==> src/rtl/cqf_slot_gen.sv <==
// CQF slot generator: rotates SLOT_NUM slots of (active+1) cycles and emits the slot id, flag, start/wrap pulses, guard window and slot count.
// Latency: first start pulse one cycle after enable; out_guard is combinational from registers and in_guard; no backpressure.
module cqf_slot_gen #(
    parameter int                SLOT_NUM       = 2,
    parameter int                SLOT_ID_W      = 3,
    parameter int                CNT_W          = 32,
    parameter logic [CNT_W-1:0]  DEFAULT_PERIOD = CNT_W'(32'h7a12)
) (
    input  logic                 clk,
    input  logic                 rst_n,
    input  logic                 in_enable,
    input  logic [CNT_W-1:0]     in_period,
    input  logic                 in_period_wr,
    input  logic [CNT_W-1:0]     in_guard,
    input  logic                 in_sync,
    output logic [SLOT_ID_W-1:0] out_slot_id,
    output logic                 out_slot_flag,
    output logic                 out_slot_start,
    output logic                 out_slot_wrap,
    output logic                 out_guard,
    output logic [31:0]          out_slot_cnt
);

    localparam logic [0:0] ST_IDLE = 1'b0;
    localparam logic [0:0] ST_RUN  = 1'b1;
    localparam logic [SLOT_ID_W-1:0] LAST_ID = SLOT_ID_W'(SLOT_NUM - 1);

    logic [0:0]           state_q, state_d;
    logic [CNT_W-1:0]     cnt_q, cnt_d;
    logic [SLOT_ID_W-1:0] slot_id_q, slot_id_d;
    logic                 flag_q, flag_d;
    logic                 start_q, start_d;
    logic                 wrap_q, wrap_d;
    logic [31:0]          slot_cnt_q, slot_cnt_d;
    logic [CNT_W-1:0]     active_q, active_d;
    logic [CNT_W-1:0]     shadow_q, shadow_d;
    logic                 pending_q, pending_d;
    logic                 apply;
    logic [CNT_W:0]       guard_sum;

    always_comb begin
        state_d    = state_q;
        cnt_d      = cnt_q;
        slot_id_d  = slot_id_q;
        flag_d     = flag_q;
        start_d    = 1'b0;
        wrap_d     = 1'b0;
        slot_cnt_d = slot_cnt_q;
        active_d   = active_q;
        shadow_d   = shadow_q;
        pending_d  = pending_q;
        apply      = 1'b0;

        if (state_q == ST_IDLE) begin
            cnt_d     = '0;
            slot_id_d = '0;
            flag_d    = 1'b0;
            if (in_enable) begin
                state_d    = ST_RUN;
                start_d    = 1'b1;
                slot_cnt_d = slot_cnt_q + 32'd1;
                apply      = 1'b1;
            end
        end else if (!in_enable) begin
            state_d   = ST_IDLE;
            cnt_d     = '0;
            slot_id_d = '0;
            flag_d    = 1'b0;
        end else if (in_sync) begin
            cnt_d      = '0;
            slot_id_d  = '0;
            flag_d     = 1'b0;
            start_d    = 1'b1;
            slot_cnt_d = slot_cnt_q + 32'd1;
            apply      = 1'b1;
        end else if (cnt_q == active_q) begin
            cnt_d      = '0;
            slot_id_d  = (slot_id_q == LAST_ID) ? '0 : slot_id_q + SLOT_ID_W'(1);
            wrap_d     = (slot_id_q == LAST_ID);
            flag_d     = ~flag_q;
            start_d    = 1'b1;
            slot_cnt_d = slot_cnt_q + 32'd1;
            apply      = 1'b1;
        end else begin
            cnt_d = cnt_q + CNT_W'(1);
        end

        // The shadow applied here is the pre-edge value, so a write on the
        // same edge stays pending until the next boundary.
        if (apply && pending_q) begin
            active_d  = shadow_q;
            pending_d = 1'b0;
        end
        if (in_period_wr) begin
            shadow_d  = (in_period == '0) ? CNT_W'(1) : in_period;
            pending_d = 1'b1;
        end
    end

    always_ff @(posedge clk or negedge rst_n) begin
        if (!rst_n) begin
            state_q    <= ST_IDLE;
            cnt_q      <= '0;
            slot_id_q  <= '0;
            flag_q     <= 1'b0;
            start_q    <= 1'b0;
            wrap_q     <= 1'b0;
            slot_cnt_q <= '0;
            active_q   <= DEFAULT_PERIOD;
            shadow_q   <= DEFAULT_PERIOD;
            pending_q  <= 1'b0;
        end else begin
            state_q    <= state_d;
            cnt_q      <= cnt_d;
            slot_id_q  <= slot_id_d;
            flag_q     <= flag_d;
            start_q    <= start_d;
            wrap_q     <= wrap_d;
            slot_cnt_q <= slot_cnt_d;
            active_q   <= active_d;
            shadow_q   <= shadow_d;
            pending_q  <= pending_d;
        end
    end

    // One extra bit so a huge in_guard cannot wrap the comparison.
    assign guard_sum = {1'b0, cnt_q} + {1'b0, in_guard};

    assign out_slot_id    = slot_id_q;
    assign out_slot_flag  = flag_q;
    assign out_slot_start = start_q;
    assign out_slot_wrap  = wrap_q;
    assign out_slot_cnt   = slot_cnt_q;
    assign out_guard      = (state_q == ST_RUN) && (guard_sum > {1'b0, active_q});

endmodule
==> config.mk <==
export PLATFORM = sky130hd
export DESIGN_NAME = cqf_slot_gen
export DESIGN_NICKNAME = d
export VERILOG_FILES = /design/src/rtl/cqf_slot_gen.sv
export SDC_FILE = /design/constraint.sdc
export NUM_CORES = 1
export LEC_CHECK = 0
export ABC_AREA = 1
export CORE_MARGIN = 4
export CORE_UTILIZATION = 35
export DETAILED_ROUTE_END_ITERATION = 16
export HOLD_SLACK_MARGIN = 0.02
export PLACE_DENSITY = 0.59
export SYNTH_ARGS = -nofsm -noshare
export SYNTH_HDL_FRONTEND = slang
export SYNTH_SLANG_ARGS = --single-unit
export TNS_END_PERCENT = 1
==> constraint.sdc <==
create_clock -name clk -period 9 [get_ports clk]
set_input_delay 2.25 -clock clk [delete_from_list [all_inputs] [get_ports clk]]
set_output_delay 2.25 -clock clk [all_outputs]
set_load 0.01 [all_outputs]
# After elaboration in Yosys (flattened, before gate mapping)
# Index checks and enable logic that the tools add are counted.
# op_classes
n_eq_ne	4
n_reduce_logical	5
magnitude_cmp	1
bitwise	1
add_sub_neg	4
muxes	30
# op_table
operator	n
32-bit two-way mux	10
32-bit by 1-bit adder with 32-bit output (second input constant)	2
32-bit by 32-bit adder with 33-bit output	1
33-bit by 32-bit greater-than comparator with 1-bit output	1
32-bit equality test	1
32-bit zero test	1
1-bit two-way mux	15
3-bit two-way mux	5
4-bit by 3-bit != test with 1-bit output (second input constant)	1
3-bit by 1-bit adder with 3-bit output (second input constant)	1
3-bit by 1-bit equality test with 1-bit output (second input constant)	1
3-bit by 2-bit != test with 1-bit output (second input constant)	1
1-bit logical AND	2
2-bit AND reduction	1
2-bit nonzero test	1
1-bit NOT	1
# totals
input_bits	69
ff_bits	136

# Logic depth before layout (Yosys ltp)
# Gate-level depths: netlist of run 1.
# depth
word_depth	8
ltp_mapped	22

# Least setup slack after synthesis of run 1
# OpenSTA, ideal clock, no wires.
# synth_path
path_type	input to output
startpoint	in in_guard[0]
endpoint	out out_guard
stages	18
setup_slack_ns	1.828
arrival_ns	4.922
path_buffers	0
t_required_ns	6.750
path_cell_list	ha_1 -> inv_1 -> fa_1 -> o21ai_0 -> nand3_1 -> nand2_1 -> nand2_1 -> nand2_1 -> nand3_1 -> nand2_1 -> xor2_1 -> ha_1 -> nand2_1 -> nor4_1 -> nand2_1 -> or2_2 -> o21ai_0 -> a21oi_1
# synth_via
elab_chain_cells	3
# synth_rtl
item	line_no	text
start, declared	14	input logic [CNT_W-1:0] in_guard,
32-bit by 32-bit adder with 33-bit output	127	assign guard_sum = {1'b0, cnt_q} + {1'b0, in_guard};
33-bit by 32-bit greater-than comparator with 1-bit output	134	assign out_guard = (state_q == ST_RUN) && (guard_sum > {1'b0, active_q});
1-bit logical AND	134	
end, declared	20	output logic out_guard,
# No other way between the ends.

# Worst setup path after layout of run 1
# layout_path
startpoint	in in_guard[2]
endpoint	out out_guard
# Same word-level chain as after synthesis.

==> impl_metrics.yaml, run 1 <==
status:
  outcome: "completed"
sta:
  min_period_ns: 8.52
  hold_viol: 0
  setup_violations: 0
  rsz0062_at_grt: "no"
  final.setup.tns_ns: 0
  worstMarginPinSlew_ns: 1.11
  fmax_mhz: 117
  slew_headroom_pct: 25.9
  timing.final.crit_share_pct: 94.6
  slew_viol_final: 0
  final.setup_skew_ns: 0.0230
worst_setup_path:
  critPathKind: "primary input to primary output"
  r2r-start: "active_q[12]"
  cp_slowest_stage_delay_ns: 0.49
  crit_top_cell: "nand2_1"
  slowest_stage: "clkdlybuf4s50_1"
  required_ns: 6.75
  ff2ff_setup_slack_ns: 5.58
  r2r_end: "out_slot_cnt[30]"
  cp-start-kind: "primary input"
  crit_fanout: 4
  path_cells: "clkdlybuf4s50_1 > ha_1 > nand2_1 > o21ai_0 > nand2_1 > nand2_1 > a21boi_0 > o21ai_0 > a21oi_1 > xnor2_1 > ha_1 > nand2_1 > nor4_1 > nand2_1 > or2_2 > o21ai_0 > a21oi_1 > clkdlybuf4s50_1"
  crit_arrival_ns: 6.27
  rr_worst_depth: 10
  cp-end-kind: "primary output"
  critPathLaunch: "in_guard[2]"
synthesis:
  yosys_warnings: 0
  synth_common_cells: "nand2_1 (423), inv_1 (136), dfrtp_1 (122), nor2_1 (107)"
  synth.area.top_cells: "dfrtp_1 (32%), nand2_1 (17%), ha_1 (8.7%)"
  yosysSeqAreaShare_pct: 36.1
  ys_ff_latch: 136
  synth-edff-count: 0
  synth_top_area_share_pct: 32.2
  netlist_area_um2: 9480
  postSynthAreaPerCell_um2: 7.24
  yosys.cell_types.count: 42
  async_flop_share_pct: 100
  syn-num-nets: 1446
  synth_ff_type: "dfrtp_1"
  post-synth-top-count-cell: "nand2_1"
  synth_area_leader_cell: "dfrtp_1"
  syn-instance-count: 1310
global_routing:
  track_usage_pct: 17.6
  grt_pass1_vias: 8650
  grt_pass1_wl_um: 43500
  grt_max_degree: 85
  globalRouteOverflowTotal: 0
  antenna_found_initial: 1
cells_and_area:
  fillers: 2683
  area_growth_pct: 20.7
  finalNetCount: 1546
  seqCellArea_um2: 3420
  finalInstanceArea_um2: 11400
  multi_input_area_um2: 5380
  diodes: 0
  drive_above_1_share_pct: 4.71
die:
  initial_core_util_pct: 36.0
  die_area_um2: 29800
  die_y_um: 173
  rows: 59
  num_io_pins: 108
  coreArea_um2: 26400
  die_x_um: 173
worst_hold_path:
  holdPathEnd: "active_q[2]"
  hold_depth: 2
  min_path_type: "flop to flop"
  worstHoldStart: "active_q[2]"
clock_network:
  cts_sinks: 136
  hold_buffers: 0
  cts.htree.levels: 4
  cts_tree: "done"
  clock_path_buffers: 2
  ctsResizeCount: 0
  cts.clk_slew.worst_paths_ns: 0.06
  root_buffer: "clkbuf_16"
  post-cts-setup-buffers: 0
  numCtsBuffers: 17
  clock_latency_ns: 0.42
place:
  portBuffers: 107
  dpl.hpwl_um: 20300
  place.gp.congestion: 0.928
  placed_area_um2: 10900
route:
  drc_errors: 0
  viasPerCell: 4.97
  vias: 8731
  dr.pass1.iters: 5
  first_iter_violations: 476
  wl_per_cell_um: 14.9
  ant_nets: 0
  drt_wl_total_um: 26100
pwr:
  ir_drop_mv: 0.148
  powerDensity_nw_per_um2: 155
  leakage_nw: 5.40
job:
  cap_violations: 0
## registers in the layout, indices dropped and copies added (netlist names)
register,count
active_q,32
cnt_q,32
out_slot_cnt,32
shadow_q,32
out_slot_id,3
out_slot_flag,1
out_slot_start,1
out_slot_wrap,1
pending_q,1
state_q,1
## per-stage QoR
stage	hold slack (ns)	util (%)	std cells	power [mW]	setup WS, ns
after CTS	0.477	43.4	1758	1.79	0.495
final	0.469	43.4	1758	1.77	0.484
after floorplan	0.442	-	1310	0.938	1.83
after global routing	0.491	43.4	1758	1.88	0.155
after detailed placement	0.464	41.2	1726	1.09	0.500
after global placement	0.458	41.2	1726	1.08	0.515
## logic make-up (layout without fill, tap and decap cells)
kind of cell,Yosys count,after routing,share of synthesized area (%)
AND/OR/NAND/NOR,707,707,32.0
buffers and inverters,172,285,7.24
adder cells (fa/ha/maj),67,67,8.92
AO/OA/AOI/OAI,142,142,7.77
XOR/XNOR,86,86,7.94
flip-flops,136,136,36.1
## power breakdown
| part | internal [mW] | total, mW | switching (mW) |
|---|---|---|---|
| clock | 0.425 | 0.697 | 0.272 |
| sequential | 0.671 | 0.734 | 0.0630 |
| combinational | 0.151 | 0.342 | 0.191 |
| total | 1.25 | 1.77 | 0.526 |
## final cells by class
| cell class | instances | share of cell area (%) |
|---|---|---|
| Multi-Input combinational cell | 1002 | 47.0 |
| Sequential cell | 136 | 29.9 |
| Clock inverter | 13 | 1.27 |
| Timing Repair Buffer | 111 | 9.63 |
| Inverter | 142 | 4.66 |
| Clock buffer | 19 | 3.96 |
| Tap cell | 335 | 3.66 |
## worst max path at each step
| stage | end | slack (ns) | depth (start not counted) |
|---|---|---|---|
| after floorplan | out_guard | 1.83 | 18 |
| after global placement | out_guard | 0.51 | 19 |
| after detailed placement | out_guard | 0.50 | 19 |
| after CTS | out_guard | 0.49 | 19 |
| after global routing | out_guard | 0.15 | 18 |
| final | out_guard | 0.48 | 18 |
## routing by layer
layer	global-route usage, %	wire length [um]	part of all wire, %
met5	0	13	0.050
met4	4.49	505	1.9
met3	3.93	1140	4.4
met2	28.1	11600	44
met1	24.4	12900	49
## layout by cell type, fill, tap and decap left out, types with 5 or more instances in the layout
cell / instances
inv_2: 6
dfrtp_1: 122
xor2_1: 51
nand2_1: 423
nand3_1: 41
xnor2_1: 35
o21ai_1: 5
clkbuf_16: 17
nor3_1: 31
clkdlybuf4s50_1: 106
nor4_1: 23
nor2_1: 107
a21oi_1: 61
nand4_1: 66
inv_1: 136
o21ai_0: 65
dfstp_2: 14
ha_1: 66
## worst max-delay path, delay by kind of cell
kind / cells / cell delay, ns
AOI/OAI and AO/OA: 6 / 1.24
and+or+nand+nor: 7 / 1.09
buffers and inverters: 2 / 0.89
adders and majority gates: 2 / 0.62
xor gates and xnor gates: 1 / 0.15
(Power assumes the default switching activity.)
==> run 2, diff against run 1 <==
- GPL_TIMING_DRIVEN: not set -> 0
==> run 2 against run 1 <==
Compared with the run above:
- non-clock buffer count increased by 26
- critical path depth is 2 higher
- fmax is 1.3% lower
- final cell count is 1.5% higher
- register-to-register slack improved by 0.76 ns
- largest cell class unchanged
- core utilization rose by 0.56 points
- via count rose by 1.1%
==> impl_metrics.yaml, run 2 (synthesized netlist as in run 1, its figures left out) <==
pwr:
  powerDensity_nw_per_um2: 156
  ir_drop_mv: 0.131
  leakage_nw: 5.49
worst_hold_path:
  min_path_type: "flop to flop"
  hold_depth: 2
cells_and_area:
  drive_above_1_share_pct: 5.31
  diodes: 0
  fillers: 2694
  finalNetCount: 1572
  final_cells: 1784
  final_cell_mix: "nand2_1 (423), inv_1 (136), dfrtp_1 (122)"
  final_common_cell: "nand2_1"
  area_growth_pct: 22.3
  postLayoutCoreUtil_pct: 44.0
global_routing:
  grt_pass1_vias: 8791
  grt_pass1_wl_um: 44500
  globalRouteOverflowTotal: 0
  antenna_found_initial: 1
  grt_max_degree: 87
  track_usage_pct: 18.3
clock_network:
  clock_path_buffers: 2
  clock_latency_ns: 0.42
  cts_tree: "done"
  cts.htree.levels: 4
  numCtsBuffers: 17
  cts.clk_slew.worst_paths_ns: 0.06
  cts_sinks: 136
  root_buffer: "clkbuf_16"
sta:
  setup_violations: 0
  slew_headroom_pct: 55.8
  hold-worst-slack_ns: 0.470
  timing.final.crit_share_pct: 95.9
  min_period_ns: 8.63
  slew_viol_final: 0
  worstMarginPinSlew_ns: 0.658
  hold_viol: 0
  rsz0062_at_grt: "no"
  final.setup_skew_ns: 0.0113
  fmax_mhz: 116
worst_setup_path:
  required_ns: 6.75
  cp-end-kind: "primary output"
  crit_arrival_ns: 6.38
  critPathKind: "primary input to primary output"
  rr_worst_depth: 11
  cp-start-kind: "primary input"
  crit_fanout: 4
die:
  rows: 59
  die_area_um2: 29800
  die_x_um: 173
  coreArea_um2: 26400
  num_io_pins: 108
  die_y_um: 173
  initial_core_util_pct: 36.0
status:
  outcome: "completed"
job:
  cap_violations: 0
place:
  placedCellCount: 1752
  portBuffers: 106
  dpl.hpwl_um: 21600
  place.gp.congestion: 0.881
route:
  first_iter_violations: 462
  dr.pass1.iters: 5
  wl_per_cell_um: 15.1
  vias: 8827
  drc_errors: 0
  ant_nets: 0
  drt_wl_total_um: 27000
  viasPerCell: 4.95
-- run 2: cell types whose count changed in the layout (fill, tap and decap cells not counted), sizes merged --
| cell | delta |
|---|---|
| buf | +13 |
| clkinvlp | -2 |
| clkdlybuf4s50 | -1 |
| bufinv | +1 |
| clkbuf | +15 |
-- run 2: final timing paths --
path	start	endpoint	slack, ns
max	in_guard[0]	out_guard	0.37
min reg2reg	shadow_q[1]	shadow_q[1]	0.47
min in group asynchronous	rst_n	out_slot_cnt[11]	1.78
max in group asynchronous	rst_n	shadow_q[4]	6.39
max reg2reg	active_q[12]	out_slot_cnt[23]	6.34
min	shadow_q[1]	shadow_q[1]	0.47
-- run 2: final cells by class --
cell class              count  area (um2)  share of cell area [%]
plain buffers              30         154                    1.33
multi-input cells        1002        5380                    46.3
clock buffers              20         457                    3.94
well taps                 335         419                    3.61
repair buffers            107        1090                    9.40
clock inverters            12         149                    1.28
flip-flops and latches    136        3420                    29.5
inverters                 142         533                    4.60
-- run 2: critical path, cell delays in order --
cell	delay (ns)
clkdlybuf4s50_1	0.46
ha_1	0.13
inv_1	0.05
fa_1	0.41
o21ai_1	0.31
nand3_1	0.12
nand2_1	0.16
nand2_1	0.07
nand2_1	0.17
a21oi_1	0.14
o21ai_0	0.25
xor2_1	0.13
ha_1	0.33
nand4_1	0.10
inv_1	0.11
nand3_1	0.09
or2_2	0.32
o21ai_0	0.17
a21oi_1	0.08
clkdlybuf4s50_1	0.50
-- run 2: timing repair --
| item | in CTS | in global routing |
|---|---|---|
| setup buffers | 0 | 0 |
| endpoints found under the setup margin | 0 | 1 |
| hold buffers | 0 | 0 |
| resized for setup | 0 | 1 |
-- run 2: per-layer routing --
layer  part of all wire (%)  GRT usage (%)  up-vias
met5                  0.048              0        -
met4                    2.5           5.79        2
met3                    4.9           3.47       35
met2                     46           30.0      211
met1                     47           24.6     4014
li1                       -              -     4565
-- run 2: where the power goes --
| group | internal, mW | switching, mW | total (mW) |
|---|---|---|---|
| Sequential | 0.672 | 0.0633 | 0.735 |
| Clock | 0.450 | 0.269 | 0.719 |
| Combinational | 0.156 | 0.194 | 0.350 |
| Total | 1.28 | 0.527 | 1.80 |
-- run 2: metrics by stage --
| stage | setup TNS [ns] | setup slack, ns | cell area (um2) | power [mW] |
|---|---|---|---|---|
| after floorplan | 0 | 1.83 | 9480 | 0.938 |
| after global placement | -5.88 | -0.0550 | 11000 | 1.09 |
| after detailed placement | 0 | 0.240 | 11000 | 1.10 |
| after CTS | 0 | 0.228 | 11600 | 1.82 |
| after global routing | 0 | 0.111 | 11600 | 1.91 |
| final | 0 | 0.372 | 11600 | 1.80 |
==> run 3, diff against run 2 <==
- HOLD_SLACK_MARGIN: 0.02 -> not set
==> results of run 3 <==
No change in the layout: final DEF, timing and power equal those of run 2.
